**src/rtl/cordic_sched_pkg.sv**
```systemverilog
// Shared types and width helpers for the CORDIC round-robin scheduler.
// Provides the FSM state encoding and helper functions that size the owner index
// and the cycle counters from the module parameters.
package cordic_sched_pkg;

  typedef enum logic [2:0] {
    StIdle    = 3'd0,
    StGrant   = 3'd1,
    StLaunch  = 3'd2,
    StWait    = 3'd3,
    StDeliver = 3'd4,
    StGuard   = 3'd5
  } state_e;

  // Width of an index selecting one of n requesters (OWNER_W).
  function automatic int unsigned idx_w(input int unsigned n);
    return (n < 2) ? 1 : $clog2(n);
  endfunction

  // Width of a counter that must hold max_val (TO_W for TIMEOUT).
  function automatic int unsigned cnt_w(input int unsigned max_val);
    return (max_val < 1) ? 1 : $clog2(max_val + 1);
  endfunction

endpackage

```
**src/rtl/cordic_rr_scheduler_if.sv**
```systemverilog
// Handshake bundle between the scheduler and the shared CORDIC unit.
//   beg_FSM_CORDIC  start strobe to the CORDIC
//   operation       0 = cosine, 1 = sine
//   data_in         angle to the CORDIC
//   ready_CORDIC    CORDIC result valid
//   data_output     CORDIC result
//   ACK_FSM_CORDIC  result-consumed acknowledge
// master: scheduler side; slave: CORDIC side.
interface cordic_rr_scheduler_if #(
  parameter int unsigned W = 32
);
  logic         beg_FSM_CORDIC;
  logic         operation;
  logic [W-1:0] data_in;
  logic         ready_CORDIC;
  logic [W-1:0] data_output;
  logic         ACK_FSM_CORDIC;

  modport master (
    output beg_FSM_CORDIC,
    output operation,
    output data_in,
    output ACK_FSM_CORDIC,
    input  ready_CORDIC,
    input  data_output
  );

  modport slave (
    input  beg_FSM_CORDIC,
    input  operation,
    input  data_in,
    input  ACK_FSM_CORDIC,
    output ready_CORDIC,
    output data_output
  );
endinterface

```
**src/rtl/cordic_rr_scheduler_rr_pick.sv**
```systemverilog
// Combinational round-robin picker.
//   req_i      request vector
//   ptr_i      index of the last granted requester
//   grant_o    first active index searching cyclically from ptr_i + 1
//   any_req_o  at least one request is active
module cordic_rr_scheduler_rr_pick
  import cordic_sched_pkg::*;
#(
  parameter int unsigned N_REQ = 4,
  localparam int unsigned OwnerW = idx_w(N_REQ)
) (
  input  logic [N_REQ-1:0]  req_i,
  input  logic [OwnerW-1:0] ptr_i,
  output logic [OwnerW-1:0] grant_o,
  output logic              any_req_o
);
  localparam int NReqI = int'(N_REQ);

  logic [OwnerW-1:0] idx;

  // Walk from the farthest candidate to the nearest so the nearest active one wins.
  always_comb begin
    grant_o = '0;
    idx     = '0;
    for (int i = NReqI; i > 0; i--) begin
      idx = OwnerW'((int'(ptr_i) + i) % NReqI);
      if (req_i[idx]) grant_o = idx;
    end
  end

  assign any_req_o = |req_i;

endmodule

```
**src/rtl/cordic_rr_scheduler.sv**
```systemverilog
// Shares one CORDIC sine/cosine unit among N_REQ requesters, round-robin.
//   clk, reset_n        clock, asynchronous active-low reset
//   req/req_op/req_data per-requester request level, operation and angle
//   done/result         one-cycle done pulse to the owner, shared result bus
//   timeout_err         sticky flag set when a CORDIC job is aborted
//   busy                high from grant until the post-ack guard has elapsed
//   cordic              start/ack handshake to the CORDIC (master side)
module cordic_rr_scheduler
  import cordic_sched_pkg::*;
#(
  parameter int unsigned N_REQ   = 4,
  parameter int unsigned W       = 32,
  parameter int unsigned TIMEOUT = 1023,
  parameter int unsigned GUARD   = 2
) (
  input  logic                  clk,
  input  logic                  reset_n,
  input  logic [N_REQ-1:0]      req,
  input  logic [N_REQ-1:0]      req_op,
  input  logic [N_REQ*W-1:0]    req_data,
  output logic [N_REQ-1:0]      done,
  output logic [W-1:0]          result,
  output logic                  timeout_err,
  output logic                  busy,
  cordic_rr_scheduler_if.master cordic
);
  localparam int unsigned OwnerW = idx_w(N_REQ);
  localparam int unsigned ToW    = cnt_w(TIMEOUT);
  localparam int unsigned GuardW = cnt_w(GUARD);

  state_e            state_q, state_d;
  logic [OwnerW-1:0] owner_q, owner_d;
  logic [OwnerW-1:0] ptr_q, ptr_d;
  logic              op_q, op_d;
  logic [W-1:0]      data_q, data_d;
  logic [W-1:0]      result_q, result_d;
  logic [ToW-1:0]    to_cnt_q, to_cnt_d;
  logic [GuardW-1:0] guard_q, guard_d;
  logic              launch_q, launch_d;
  logic              err_q, err_d;
  logic              busy_q, busy_d;

  logic              beg, ack;
  logic [OwnerW-1:0] grant;
  logic              any_req;
  logic [W-1:0]      angle [N_REQ];

  for (genvar k = 0; k < N_REQ; k++) begin : g_angle
    assign angle[k] = req_data[k*W +: W];
  end

  cordic_rr_scheduler_rr_pick #(
    .N_REQ(N_REQ)
  ) u_rr_pick (
    .req_i    (req),
    .ptr_i    (ptr_q),
    .grant_o  (grant),
    .any_req_o(any_req)
  );

  always_comb begin
    state_d  = state_q;
    owner_d  = owner_q;
    ptr_d    = ptr_q;
    op_d     = op_q;
    data_d   = data_q;
    result_d = result_q;
    to_cnt_d = to_cnt_q;
    guard_d  = guard_q;
    launch_d = launch_q;
    err_d    = err_q;
    busy_d   = busy_q;
    done     = '0;
    beg      = 1'b0;
    ack      = 1'b0;

    unique case (state_q)
      StIdle: begin
        if (any_req) begin
          state_d = StGrant;
          busy_d  = 1'b1;
        end
      end
      StGrant: begin
        // req is not latched: if it vanished since IDLE, nothing is served.
        if (any_req) begin
          owner_d  = grant;
          ptr_d    = grant;
          op_d     = req_op[grant];
          data_d   = angle[grant];
          launch_d = 1'b0;
          state_d  = StLaunch;
        end else begin
          busy_d  = 1'b0;
          state_d = StIdle;
        end
      end
      StLaunch: begin
        // Two-cycle start lets the CORDIC pass through its reset-to-idle step.
        beg      = 1'b1;
        to_cnt_d = '0;
        if (launch_q) state_d = StWait;
        else          launch_d = 1'b1;
      end
      StWait: begin
        to_cnt_d = to_cnt_q + ToW'(1);
        if (cordic.ready_CORDIC) begin
          result_d = cordic.data_output;
          state_d  = StDeliver;
        end else if (to_cnt_q == ToW'(TIMEOUT)) begin
          result_d = '0;
          err_d    = 1'b1;
          state_d  = StDeliver;
        end
      end
      StDeliver: begin
        done[owner_q] = 1'b1;
        ack           = 1'b1;
        guard_d       = GuardW'(GUARD);
        state_d       = StGuard;
      end
      StGuard: begin
        if (guard_q <= GuardW'(1)) begin
          busy_d  = 1'b0;
          state_d = StIdle;
        end else begin
          guard_d = guard_q - GuardW'(1);
        end
      end
      default: state_d = StGuard;
    endcase
  end

  always_ff @(posedge clk or negedge reset_n) begin
    if (!reset_n) begin
      state_q  <= StGuard;
      owner_q  <= '0;
      ptr_q    <= OwnerW'(N_REQ - 1);
      op_q     <= 1'b0;
      data_q   <= '0;
      result_q <= '0;
      to_cnt_q <= '0;
      guard_q  <= GuardW'(GUARD);
      launch_q <= 1'b0;
      err_q    <= 1'b0;
      busy_q   <= 1'b0;
    end else begin
      state_q  <= state_d;
      owner_q  <= owner_d;
      ptr_q    <= ptr_d;
      op_q     <= op_d;
      data_q   <= data_d;
      result_q <= result_d;
      to_cnt_q <= to_cnt_d;
      guard_q  <= guard_d;
      launch_q <= launch_d;
      err_q    <= err_d;
      busy_q   <= busy_d;
    end
  end

  assign result                = result_q;
  assign timeout_err           = err_q;
  assign busy                  = busy_q;
  assign cordic.beg_FSM_CORDIC = beg;
  assign cordic.operation      = op_q;
  assign cordic.data_in        = data_q;
  assign cordic.ACK_FSM_CORDIC = ack;

endmodule

```
**src/flat_wrapper.sv**
```systemverilog
// flat-port wrapper written by rule: the top's interface ports become plain ports
module cordic_rr_scheduler_flat import cordic_sched_pkg::*;
#(
  parameter int unsigned N_REQ   = 4,
  parameter int unsigned W       = 32,
  parameter int unsigned TIMEOUT = 1023,
  parameter int unsigned GUARD   = 2
)
  (clk, reset_n, req, req_op, req_data, done, result, timeout_err, busy, cordic_beg_FSM_CORDIC, cordic_operation, cordic_data_in, cordic_ACK_FSM_CORDIC, cordic_ready_CORDIC, cordic_data_output);
  cordic_rr_scheduler_if #(.W(W)) cordic_i ();
  input  logic clk;
  input  logic reset_n;
  input  logic [N_REQ-1:0] req;
  input  logic [N_REQ-1:0] req_op;
  input  logic [N_REQ*W-1:0] req_data;
  output logic [N_REQ-1:0] done;
  output logic [W-1:0] result;
  output logic timeout_err;
  output logic busy;
  output wire logic [$bits(cordic_i.beg_FSM_CORDIC)-1:0] cordic_beg_FSM_CORDIC;
  output wire logic [$bits(cordic_i.operation)-1:0] cordic_operation;
  output wire logic [$bits(cordic_i.data_in)-1:0] cordic_data_in;
  output wire logic [$bits(cordic_i.ACK_FSM_CORDIC)-1:0] cordic_ACK_FSM_CORDIC;
  input wire logic [$bits(cordic_i.ready_CORDIC)-1:0] cordic_ready_CORDIC;
  input wire logic [$bits(cordic_i.data_output)-1:0] cordic_data_output;
  assign cordic_beg_FSM_CORDIC = cordic_i.beg_FSM_CORDIC;
  assign cordic_operation = cordic_i.operation;
  assign cordic_data_in = cordic_i.data_in;
  assign cordic_ACK_FSM_CORDIC = cordic_i.ACK_FSM_CORDIC;
  assign cordic_i.ready_CORDIC = cordic_ready_CORDIC;
  assign cordic_i.data_output = cordic_data_output;
  cordic_rr_scheduler #(.N_REQ(N_REQ), .W(W), .TIMEOUT(TIMEOUT), .GUARD(GUARD)) u_core (.clk(clk), .reset_n(reset_n), .req(req), .req_op(req_op), .req_data(req_data), .done(done), .result(result), .timeout_err(timeout_err), .busy(busy), .cordic(cordic_i));
endmodule
```
**config.mk**
```make
export PLATFORM = sky130hd
export DESIGN_NAME = cordic_rr_scheduler_flat
export DESIGN_NICKNAME = d
export VERILOG_FILES = /design/src/rtl/cordic_sched_pkg.sv /design/src/rtl/cordic_rr_scheduler_if.sv /design/src/rtl/cordic_rr_scheduler_rr_pick.sv /design/src/rtl/cordic_rr_scheduler.sv /design/src/flat_wrapper.sv
export SDC_FILE = /design/constraint.sdc
export NUM_CORES = 1
export LEC_CHECK = 0
export BUFFER_PORTS_ARGS = -buffer_cell sky130_fd_sc_hd__buf_2
export CORE_ASPECT_RATIO = 1.2
export CORE_MARGIN = 2
export CORE_UTILIZATION = 47
export CTS_BUF_LIST = sky130_fd_sc_hd__clkbuf_8
export DETAILED_ROUTE_END_ITERATION = 10
export HOLD_SLACK_MARGIN = 0.12
export PLACE_DENSITY_LB_ADDON = 0.05
export SKIP_CTS_REPAIR_TIMING = 1
export SLEW_MARGIN = 40
export SYNTH_ARGS = -nofsm -noshare
export SYNTH_HDL_FRONTEND = slang
export SYNTH_SLANG_ARGS = --single-unit
export TNS_END_PERCENT = 5
```
**constraint.sdc**
```tcl
create_clock -name clk -period 2.4 [get_ports clk]
set_input_delay 0 -clock clk [delete_from_list [all_inputs] [get_ports clk]]
set_output_delay 0 -clock clk [all_outputs]
set_load 0.01 [all_outputs]
```
==> impl_summary.md <==
Run status
The flow ran to the end, and the final reports show no timing, DRC or antenna violations.

Worst setup path
STA puts the critical path data required time at 2650 ps. STA classifies the critical path endpoint as a register. In this run the worst path has a maximum fanout of 25. Counting cells, the worst reg-to-reg path comes to 6. The worst endpoint data arrival time is 2490 ps. The category of the worst setup path launch point is a register. The path type of the worst setup path is register to register.

STA
The clock skew after layout is 17.2 ps. The final number of setup-violating endpoints is 0. The final critical path time including I/O delays and setup is 2240 ps. Setup repair after global routing left no endpoint under its margin. The total negative slack for setup checks is 0 ps. The share of the clock period used by the worst path is 0.934. The final number of hold-violating endpoints is 0. The number of slew-limit violations in the final report is 0. At the pin with the least slew margin, the transition time is 485 ps. The worst slew slack as a fraction of its limit is 0.674. The final hold slack is 75.7 ps.

The achievable clock frequency is 446 MHz.

Detailed routing
The first routing iteration left 326 violations. The total via count after detailed routing is 5369. In the routed layout, each cell is associated on average with a via count of 5.65. The number of iterations in the first detailed-routing pass is 5.

For this run, design rule violations remaining after detail routing come to 0. After detailed routing, the total wire length is 18000 um. In the final routed layout, each cell accounts on average for 18.9 um. The detail route stage leaves a number of antenna-violating nets equal to 0.

Finish
For this run, the number of standard cells in the final layout without fillers is 951. The growth of design area from synthesis to finish is 65.3%. The net count of the finished layout is 992.

Summing all non-filler instances in the final layout gives an area of 0.00784 sq mm. The count of filler cells inserted in the layout is 597. The proportion of layout cells with a drive suffix above 1 is 0.388.

Global routing
The largest net degree at the start of global routing is 88. Global routing finished with a remaining overflow of 0. The via count of the first global-routing pass is 4288. The overall fraction of global-route tracks in use is 0.245. The number of antenna violations at the first check in global routing was 1.

The first global-routing pass estimated 20800 um of wire.

Power and ir drop
The analysis attributes to net switching a power of 3.11 mW. The switching portion of total power is 0.403. The share of power burned in combinational logic is 0.523.

The leakage power total is 3.82 nW. The sequential share of power is 0.338. The internal power of the cells totals 4.61 mW.

Power spread over the standard cell area amounts to 985 mW/mm^2. The share of total power dissipated in the clock network is 0.139. Summing internal, switching and leakage power gives 7.72 mW. The worst IR drop on VDD is 0.631 mV.

Placement
The quantity of I/O buffers inserted on ports is 243. The post-placement cell area is 0.00607 sq mm. The half-perimeter wire length after placement is 9920 um.

The congestion estimate from routability-driven global placement came to 0.815. The count of placed standard cells including taps is 778.

CTS
The TritonCTS clock tree is done. The insertion delay to the later sink of the worst-skew pair is 370 ps. The clock-pin slew reported for the worst setup and hold paths after clock tree synthesis is 110 ps. The number of buffers inserted during clock tree synthesis is 9. The buffer levels on the longest clock path is 2. Clock tree synthesis found a total of 87 sinks. The clock tree synthesis step divided the H-tree into 3 levels. The CTS root buffer is clkbuf_8.

Logic synthesis
dfrtp_1 takes more of the synthesized area than any other cell. In this run the mean area of a mapped cell was 11.0 sq um. The share of flip-flops with an asynchronous set or reset after synthesis is 1.00. Counting flops with a built-in enable in the synthesized netlist gives 0. After synthesis the cells add up to 0.00474 sq mm. Sorting the synthesized cells by area gives the leading types as dfrtp_1 43%, mux2i_1 8.0%, mux2_2 7.8%. When the netlist entered floorplanning its net count stood at 606. The gate count of the mapped netlist is 433. Counting flops and latches in the post-synthesis netlist gives 87.

The number of distinct library cells after synthesis is 46. For this run, the leading register cell type out of synthesis is dfrtp_1. The count of synthesis-stage warnings from yosys is 0. The top cell type's share of synthesized area is 0.433.

The share of the Yosys chip area taken by registers is 0.460.

Floorplan
The die is 95.7 um wide. The number of top-level pins is 244. The initial core utilization is 0.479. The total die area is 0.0109 sq mm.

The core region area is 0.00991 sq mm. The floorplan has 40 rows. The die is 114 um tall.

Min path
The worst hold path passes through 4 cells. The worst hold path belongs to the class primary input to register.

Flow run
The tool flagged a number of max-cap violations equal to 0.
## power groups by stage
stage	sequential (mW)	combinational, mW	clock (mW)
final	2.61	4.04	1.07
after global routing	2.68	4.35	1.15
after CTS	2.57	3.72	1.10
after detailed placement	2.59	3.72	0
after global placement	2.57	3.62	0
after floorplan	2.76	2.36	0
## final timing paths
kind	from	endpoint	slack (ps)
worst max-delay path	u_core.ptr_q[1]	u_core.cordic.data_in[17]	160
worst min-delay path	req_data[87]	u_core.cordic.data_in[23]	80
worst max register to register	u_core.ptr_q[1]	u_core.cordic.data_in[17]	160
worst min register to register	u_core.timeout_err	u_core.timeout_err	470
max in group asynchronous	reset_n	u_core.guard_q[1]	1810
min in group asynchronous	reset_n	u_core.to_cnt_q[8]	200
## Yosys cell counts (2+ instances only)
library cell and instances:
o21ai_0 5, nor2_1 14, a21o_1 2, xor2_1 2, nor3b_1 2, nor2b_1 4
a221o_1 33, nand2_1 18, buf_8 4, a21oi_1 6, buf_2 7, a31oi_1 2
mux2_2 33, mux2i_1 38, buf_4 5, buf_6 7, a22o_1 33, o21ai_1 4
dfrtp_1 82, ha_1 2, nand3_1 71, nor3_1 5, and3_1 4, nand2b_1 6
inv_1 5, dfstp_2 5, clkbuf_1 15
## area by class of cell
type	instances	area [sq um]	area share
flip-flops and latches	87	2180	0.279
multi-input cells	303	2300	0.293
diodes	1	2.50	0.000319
well taps	126	158	0.0201
clock inverters	7	78.8	0.0101
clock buffers	9	124	0.0158
repair buffers	413	2970	0.379
inverters	5	18.8	0.00240
## layout by cell type, fill, tap and decap left out, types with 8 or more instances in the layout
cell	Yosys	layout
a221o_1	33	33
a22o_1	33	33
buf_2	7	242
buf_4	5	8
clkbuf_8	0	9
dfrtp_1	82	82
dlygate4sd3_1	0	156
mux2_2	33	33
mux2i_1	38	38
nand2_1	18	18
nand3_1	71	71
nor2_1	14	14
## stage by stage
| step | util | worst slack, ps |
|---|---|---|
| finish | 0.791 | 160 |
| global route | 0.791 | 64.8 |
| CTS | 0.633 | 203 |
| detailed placement | 0.613 | 207 |
| global placement | 0.613 | 244 |
| floorplan | - | 393 |
## kinds of logic after synthesis
| group | Yosys count | synth area share |
|---|---|---|
| AND/OR/NAND/NOR | 134 | 0.143 |
| multiplexers | 72 | 0.161 |
| AO/OA/AOI/OAI | 92 | 0.164 |
| flip-flops | 87 | 0.460 |
| buffers and inverters | 43 | 0.0604 |
| XOR/XNOR | 3 | 0.00554 |
| adder cells (fa/ha/maj) | 2 | 0.00528 |
## worst max-delay path, cell delays in order (launching register included)
cell and delay, ps:
dfstp_2 600, mux2i_1 190, o22ai_1 130, a21oi_4 250, buf_12 240, mux2_2 350
a221o_1 360
## per-layer routing
| layer | up-vias | global-route usage | share of wire |
|---|---|---|---|
| li1 | 2414 | - | - |
| met3 | 90 | 0.0515 | 0.066 |
| met4 | 0 | 0.123 | 0.055 |
| met2 | 303 | 0.398 | 0.51 |
| met1 | 2562 | 0.306 | 0.37 |
| met5 | - | 0 | 0 |
## state kept, by name, indices dropped and copies added, names as in the netlist, 2 cells and up, named ones only
| name | count |
|---|---|
| u_core.result | 32 |
| u_core.to_cnt_q | 10 |
| u_core.ptr_q | 2 |
| u_core.state_q | 2 |
| u_core.cordic.data_in | 32 |
| u_core.owner_q | 2 |
| u_core.guard_q | 2 |
(Power assumes the default switching activity.)
